<file path="src/rtl/pipe_stage_buf.sv">
// Two-entry pipeline stage buffer (head + skid) carrying ctrl/data/tag bundles in order.
// Latency: 1 cycle from acceptance into an empty stage to out_valid; 1 entry/cycle sustained.
// Backpressure: in_ready is registered and drops only when both head and skid are full.
//
// Ports:
//   clk, rst          rising-edge clock, asynchronous active-low reset
//   in_valid/in_ready upstream handshake; in_ctrl/in_data/in_tag entry fields
//   flush             synchronous squash of all held entries (highest priority)
//   out_valid/out_ready downstream handshake; out_ctrl/out_data/out_tag head fields
//   occupancy         number of held entries (0..2)
//   flush_cnt         saturating count of flushes that discarded at least one entry
module pipe_stage_buf #(
   parameter int DATA_W = 16,
   parameter int NDATA  = 3,
   parameter int CTRL_W = 7,
   parameter int TAG_W  = 4
) (
   input  logic                    clk,
   input  logic                    rst,
   input  logic                    in_valid,
   output logic                    in_ready,
   input  logic [CTRL_W-1:0]       in_ctrl,
   input  logic [NDATA*DATA_W-1:0] in_data,
   input  logic [TAG_W-1:0]        in_tag,
   input  logic                    flush,
   output logic                    out_valid,
   input  logic                    out_ready,
   output logic [CTRL_W-1:0]       out_ctrl,
   output logic [NDATA*DATA_W-1:0] out_data,
   output logic [TAG_W-1:0]        out_tag,
   output logic [1:0]              occupancy,
   output logic [7:0]              flush_cnt
);

   localparam int DW = NDATA * DATA_W;

   // One buffered entry, stored at full parameter width.
   typedef struct packed {
      logic [CTRL_W-1:0] ctrl;
      logic [DW-1:0]     data;
      logic [TAG_W-1:0]  tag;
   } entry_t;

   // Encoding equals the occupancy of each state.
   typedef enum logic [1:0] {
      S_EMPTY = 2'd0,
      S_ONE   = 2'd1,
      S_TWO   = 2'd2
   } state_t;

   state_t     r_state;
   state_t     w_state_nxt;

   logic       r_in_ready;
   logic       r_out_valid;
   logic [1:0] r_occupancy;
   logic [7:0] r_flush_cnt;

   entry_t     r_head;
   entry_t     r_skid;
   entry_t     w_in_ent;

   logic       w_in_fire;
   logic       w_out_fire;
   logic       w_head_ld_in;
   logic       w_head_ld_skid;
   logic       w_skid_ld;
   logic       w_flush_cnt_inc;

   //------------------------------------------------------------------
   // Handshake qualification: flush blocks both transfers in its cycle.
   //------------------------------------------------------------------
   assign w_in_ent.ctrl = in_ctrl;
   assign w_in_ent.data = in_data;
   assign w_in_ent.tag  = in_tag;

   assign w_in_fire  = in_valid    & r_in_ready & ~flush;
   assign w_out_fire = r_out_valid & out_ready  & ~flush;

   // Only flushes that actually throw away an entry are counted; the
   // counter sticks at its maximum rather than wrapping.
   assign w_flush_cnt_inc = flush & (r_occupancy != 2'd0) & (r_flush_cnt != 8'hFF);

   //------------------------------------------------------------------
   // Next-state and register load selection.
   //------------------------------------------------------------------
   always_comb begin
      w_state_nxt    = r_state;
      w_head_ld_in   = 1'b0;
      w_head_ld_skid = 1'b0;
      w_skid_ld      = 1'b0;

      if (flush) begin
         w_state_nxt = S_EMPTY;
      end else begin
         case (r_state)
            S_EMPTY: begin
               if (w_in_fire) begin
                  w_head_ld_in = 1'b1;
                  w_state_nxt  = S_ONE;
               end
            end
            S_ONE: begin
               if (w_in_fire && w_out_fire) begin
                  // Head leaves and is replaced directly: skid stays unused.
                  w_head_ld_in = 1'b1;
                  w_state_nxt  = S_ONE;
               end else if (w_in_fire) begin
                  w_skid_ld   = 1'b1;
                  w_state_nxt = S_TWO;
               end else if (w_out_fire) begin
                  w_state_nxt = S_EMPTY;
               end
            end
            S_TWO: begin
               // in_ready is low here, so only a drain can happen.
               if (w_out_fire) begin
                  w_head_ld_skid = 1'b1;
                  w_state_nxt    = S_ONE;
               end
            end
            default: begin
               w_state_nxt = S_EMPTY;
            end
         endcase
      end
   end

   //------------------------------------------------------------------
   // State register with registered handshake/status outputs, all
   // derived from the next state so they line up with it exactly.
   //------------------------------------------------------------------
   always_ff @(posedge clk or negedge rst) begin
      if (!rst) begin
         r_state     <= S_EMPTY;
         r_in_ready  <= 1'b1;
         r_out_valid <= 1'b0;
         r_occupancy <= 2'd0;
         r_flush_cnt <= 8'd0;
      end else begin
         r_state     <= w_state_nxt;
         r_in_ready  <= (w_state_nxt != S_TWO);
         r_out_valid <= (w_state_nxt != S_EMPTY);
         r_occupancy <= w_state_nxt;
         if (w_flush_cnt_inc) begin
            r_flush_cnt <= r_flush_cnt + 8'd1;
         end
      end
   end

   //------------------------------------------------------------------
   // Entry storage. Flush does not clear the fields: out_data/out_tag
   // keep their last values while invalid, and out_ctrl is gated below.
   //------------------------------------------------------------------
   always_ff @(posedge clk or negedge rst) begin
      if (!rst) begin
         r_head <= '0;
         r_skid <= '0;
      end else begin
         if (w_head_ld_in) begin
            r_head <= w_in_ent;
         end else if (w_head_ld_skid) begin
            r_head <= r_skid;
         end
         if (w_skid_ld) begin
            r_skid <= w_in_ent;
         end
      end
   end

   //------------------------------------------------------------------
   // Outputs. Control bits are forced to a bubble when nothing is valid
   // so downstream never acts on stale regWrite/memWrite bits.
   //------------------------------------------------------------------
   assign in_ready  = r_in_ready;
   assign out_valid = r_out_valid;
   assign out_ctrl  = r_out_valid ? r_head.ctrl : '0;
   assign out_data  = r_head.data;
   assign out_tag   = r_head.tag;
   assign occupancy = r_occupancy;
   assign flush_cnt = r_flush_cnt;

endmodule

</file>
<file path="config.mk">
export PLATFORM = sky130hd
export DESIGN_NAME = pipe_stage_buf
export DESIGN_NICKNAME = d
export VERILOG_FILES = /design/src/rtl/pipe_stage_buf.sv
export SDC_FILE = /design/constraint.sdc
export NUM_CORES = 1
export LEC_CHECK = 0
export ABC_AREA = 1
export BUFFER_PORTS_ARGS = -buffer_cell sky130_fd_sc_hd__buf_2
export CAP_MARGIN = 10
export CORE_ASPECT_RATIO = 0.7
export CORE_MARGIN = 3
export CORE_UTILIZATION = 39
export CTS_BUF_LIST = sky130_fd_sc_hd__clkbuf_4 sky130_fd_sc_hd__clkbuf_8
export CTS_CLUSTER_DIAMETER = 30
export CTS_CLUSTER_SIZE = 20
export DETAILED_ROUTE_END_ITERATION = 8
export GPL_TIMING_DRIVEN = 0
export PLACE_DENSITY = 0.59
export SYNTH_ARGS = -nofsm -noshare
export SYNTH_HDL_FRONTEND = slang
export SYNTH_SLANG_ARGS = --single-unit
</file>
<file path="constraint.sdc">
create_clock -name clk -period 1.9 [get_ports clk]
set_input_delay 0.38 -clock clk [delete_from_list [all_inputs] [get_ports clk]]
set_output_delay 0.38 -clock clk [all_outputs]
set_load 0.05 [all_outputs]
</file>
== Word-level counts from Yosys, hierarchy flattened ==
Index checks and enable logic that the tools add are counted.
Cells by class
  equal/unequal tests: 4
  bitwise logic cells: 7
  reductions and logical operators: 5
  muxes and demuxes: 20
  $add $sub $neg: 1
Operators by type and width (count)
  $mux 59: 2
  $mux 2: 6
  $mux 1: 9
  $add 8x1->8 const B: 1
  $ne 8x8->1 const B: 1
  $mux 7: 1
  $and 1x1->1: 6
  $pmux 2 s3: 1
  $reduce_bool 2->1: 3
  $eq 2x1->1 const B: 1
  $eq 2x2->1 const B: 1
  $logic_not 2->1: 1
  $ne 2x2->1 const B: 1
  $pmux 1 s2: 1
  $logic_and 1x1->1: 1
  $not 1->1: 1
Storage, ports and cells
  output and inout port bits: 71
  logic and storage cells: 47
  bits of input ports: 64
  flip-flop bits (word level): 130

== Longest topological paths before layout ==
  word-level depth: 8
  depth in mapped cells: 9
  gate-level depth less buffers: 8

== Worst setup path before layout ==
No wires, ideal clock.
  path kind: flip-flop to flip-flop
  from: reg r_flush_cnt[0] (netlist: flush_cnt[0])
  to: reg r_flush_cnt[5] (netlist: flush_cnt[5])
  required time: 1.782 ns
  path buffers: 0
  data arrival time: 1.621 ns
  period minus slack after synthesis: 1.739 ns
  slack: 0.161 ns
  cell stages (with the launch flop): 9
  library setup time: 0.118 ns
  cells stage by stage: dfrtp_1 ha_1 inv_1 nor2_1 nand2_1 nand2_1 inv_2 nand3_1 nand2_1
Between the ends
  word-level cells in the longest chain between the ends: 2
  elaborated cells on any way between the ends: 3
  those cells by class: add/sub: 1; eq/ne: 1; bitwise: 1
Ends and longest elaborated chain
  from (decl): RTL line 57  | logic [7:0] r_flush_cnt;
  from (signal assigned): RTL line 146  | r_flush_cnt <= r_flush_cnt + 8'd1;
  branches (longest 2 deep; another with $add 8x1->8)
Parallel ways; which one is timed is not known.
A chain may end at the register's enable or synchronous reset.

== Worst setup path after layout ==
  from: reg r_in_ready (netlist: in_ready)
  to: reg r_skid[46] in the netlist's numbering
Between the ends
  word-level cells in the longest chain between the ends: 6
  elaborated cells on any way between the ends: 7
  those cells by class: mux: 4; bitwise: 2; reduce/logical: 1
Ends and longest elaborated chain
  from (decl): RTL line 54  | logic r_in_ready;
  from (signal assigned): RTL line 142  | r_in_ready <= (w_state_nxt != S_TWO);
  $and 1x1->1 * (2 in a row): RTL line 77  | assign w_in_fire = in_valid & r_in_ready & ~flush;
  $mux 1 or $logic_and 1x1->1 (tied branches): RTL line 108, 104
  $mux 1 *: RTL line 104  | if (w_in_fire && w_out_fire) begin
  $mux 1 *: RTL line 96  | case (r_state)
  $mux 1 *: RTL line 93  | if (flush) begin
  to (signal assigned): RTL line 166  | r_skid <= w_in_ent;
  to (decl): RTL line 60  | entry_t r_skid;
Mark *: on every way between the ends. The rest lies on a longest branch, timed or not.

==> impl_results.md <==
- Status: finished, final reports clean
- CP required: 2.20 ns
- Unrepaired setup endpoints after global routing: no
- Final net count: 956
- Slowest cell on the critical path: dfstp_2
- Worst Setup EP: r_skid[46]
- Crit path cell chain: nand2_1, nor2_4, nand3_1, buf_2, buf_6, buf_6, nand2_1, o21ai_1
- Worst-margin pin slew: 0.545 ns
- FF+latch count, synth: 130
- CTS clk-pin slew, worst paths: 0.08 ns
- Total global routing overflow: 0
- Finished Core Util: 50.4%
- Largest family of logic cells by synthesized area: simple AND/OR/NAND/NOR gates
- Area Overhead vs Synth: 22.8%
- WP buf/inv: 3
- Final wirelength: 16.8 mm
- Post-Syn Area: 6240 sq um
- Leakage power total: 4.15 nW
- Flop2flop setup slack: 0.13 ns
- Clock latency on the worst-skew pair: 0.42 ns
- Buffers added on ports: 134
- DRT iter0 DRCs: 353
- Final TNS setup: 0 ns
- First-pass GRT wire length: 27.2 mm
- Initial antenna violation count: 0
- Sequential area share after synthesis: 52.2%
- Max Fclk: 564 MHz
- Die height: 112 um
- Syn Area/Cell: 8.47 sq um
- Arrival time worst endpoint: 2.07 ns
- Worst Skew: 0.0135 ns
- HPWL Detailed: 11.5 mm
- Most common cell after layout, fill and taps aside: nand2_1
- Hold Path Class: primary input to flop
- Worst reg2reg path startpoint: in_ready
- Max-cap violations: 0
- Worst R2R End: r_skid[46]
- Hold slack: 0.194 ns
- DIE AREA: 17,600 sq um
- Max-slew headroom: 63.7%
- Share of the synthesized area in the top cell type: 51.8%
- Worst vdd ir: 0.000529 V
- Root Driver: clkbuf_8
- Slew Limit Fails: 0
- Synth Area in Compound Gates: 5.08%
- Core area: 15,200 sq um
- Starting Density: 41.1%
- Pwr dens: 1190 nW/um^2
- Crit end category: flop
- Post-synthesis mux area share: 0%
- Post-Synth XOR/XNOR Area: 0.421%
- Final hold viol count: 0
- Crit start category: flop
- Ports: 135
- Mapped Cells: 736
- DRC Markers: 0
- Max H-tree Level: 4
- Yosys top cell by area: dfrtp_1
- Synth cell types: 22
- Post-CTS Resized: 0
- Clock tree sinks: 130
- Via count: 5,357
- Most frequent cells in the layout: nand2_1, buf_2, dfrtp_1, nand3_1, inv_1
- Worst path depth: 8
- Critical path class: flop to flop
- ANT cells: 0
- Drt via density: 4.87
- Top delay family on crit path: buffers and inverters
- Yosys warnings: 0
- Post-Synth Adder-Cell Area: 0.201%
- Syn Nets: 801
- Synth Area in Simple Gates: 27.1%
- CP peak stage delay: 0.54 ns
- Min Clock Period, post-route: 1.77 ns
- Longest Clk Path Bufs: 2
- First-pass iteration count of the detailed router: 5
- Worst setup path start: in_ready
- # rows: 37
- Routed Antenna Nets: 0
- Post-CTS Setup Repair Bufs: 0
- Power Total: 9.13 mW
- Synth top area cells: dfrtp_1, nand3_1, nand2_1
- Largest net degree at the start of global routing: 77
- Period utilization: 93.3%
- Share of layout cells above drive strength 1: 28.7%
- Routed len/inst: 15.3 um
- Cell Count, Final, Fillers Out: 1,099
- Inst Count DP: 1,066
- Final GP Congestion: 0.806
- CTS buffer count: 17
- Maximum net fanout on the critical path: 10
- Vias in the first global route: 5,093
- Clock tree from TritonCTS: built
- Final setup violation count: 0
- GRT Resource Usage Total: 19.5%
- Die W: 157 um
- FF-to-FF path depth: 8
## flip-flops by register name, summed over array words and instances (netlist names)
signal	cells
r_skid	59
out_tag	4
in_ready	1
out_valid	1
r_head	7
occupancy	2
out_data	48
flush_cnt	8
## cell type report
cell class | count | area [sq um]
Sequential cell | 130 | 3250
Buffer | 102 | 646
Multi-Input combinational cell | 427 | 2050
Clock inverter | 12 | 206
Fill cell | 1538 | 7530
Tap cell | 195 | 244
Clock buffer | 20 | 256
Inverter | 77 | 289
Timing Repair Buffer | 136 | 714
## stage by stage
stage,area [sq um],setup WS [ns]
CTS,7660,0.127
global placement,7150,-1.42
finish,7660,0.128
floorplan,6240,0.161
detailed placement,7180,0.137
global route,7660,0.00680
## worst min-delay path by stage
stage / slack (ns) / startpoint / endpoint / cells after the start
after floorplan: 0.08 / rst / flush_cnt[0] / 0
after detailed placement: 0.38 / rst / r_skid[1] / 1
after CTS: 0.16 / in_ctrl[5] / r_skid[57] / 3
after global placement: 0.47 / r_skid[6] / r_skid[6] / 2
final: 0.19 / in_data[40] / r_skid[44] / 3
after global routing: 0.17 / in_data[35] / r_skid[39] / 3
## logic make-up (layout without fill, tap and decap cells)
logic type	after synthesis	in the layout
adder cells (fa/ha/maj)	1	1
AND/OR/NAND/NOR	361	361
flip-flops	130	130
buffers and inverters	179	347
XOR/XNOR	3	3
AO/OA/AOI/OAI	62	62
## synthesized netlist by cell type (all sizes together)
cell type  number
a21o            1
a21oi           1
buf            82
clkbuf         20
dfrtp         129
dfstp           1
ha              1
inv            77
nand2         163
nand3         127
nand3b          2
nand4          60
nor2            9
o21ai          60
xnor2           3
## routing by layer
| layer | part of all wire (%) | GRT usage, % | vias to the layer above |
|---|---|---|---|
| met5 | 0 | 0 | - |
| met1 | 51 | 30.9 | 2532 |
| met3 | 4.7 | 3.73 | 8 |
| met4 | 0.58 | 4.68 | 0 |
| met2 | 44 | 27.3 | 131 |
| li1 | - | - | 2686 |
## where the power goes
part | leakage [nW] | switching, mW | internal, mW
sequential | 1.64 | 0.391 | 3.43
clock | 0.232 | 1.14 | 1.62
combinational | 2.28 | 1.68 | 0.871
total | 4.15 | 3.21 | 5.92
## worst register-to-register path, stage by stage (launching register included)
cell and delay [ns]:
dfstp_2 0.54, nand2_1 0.08, nor2_4 0.22, nand3_1 0.15, buf_2 0.23, buf_6 0.18, buf_6 0.15, nand2_1 0.05
o21ai_1 0.06
## what timing repair did
item | CTS | global route
setup endpoints to repair | 0 | 0
hold endpoints to repair | 54 | 0
hold buffers | 1 | 0
Power figures use the tool's default switching activity.
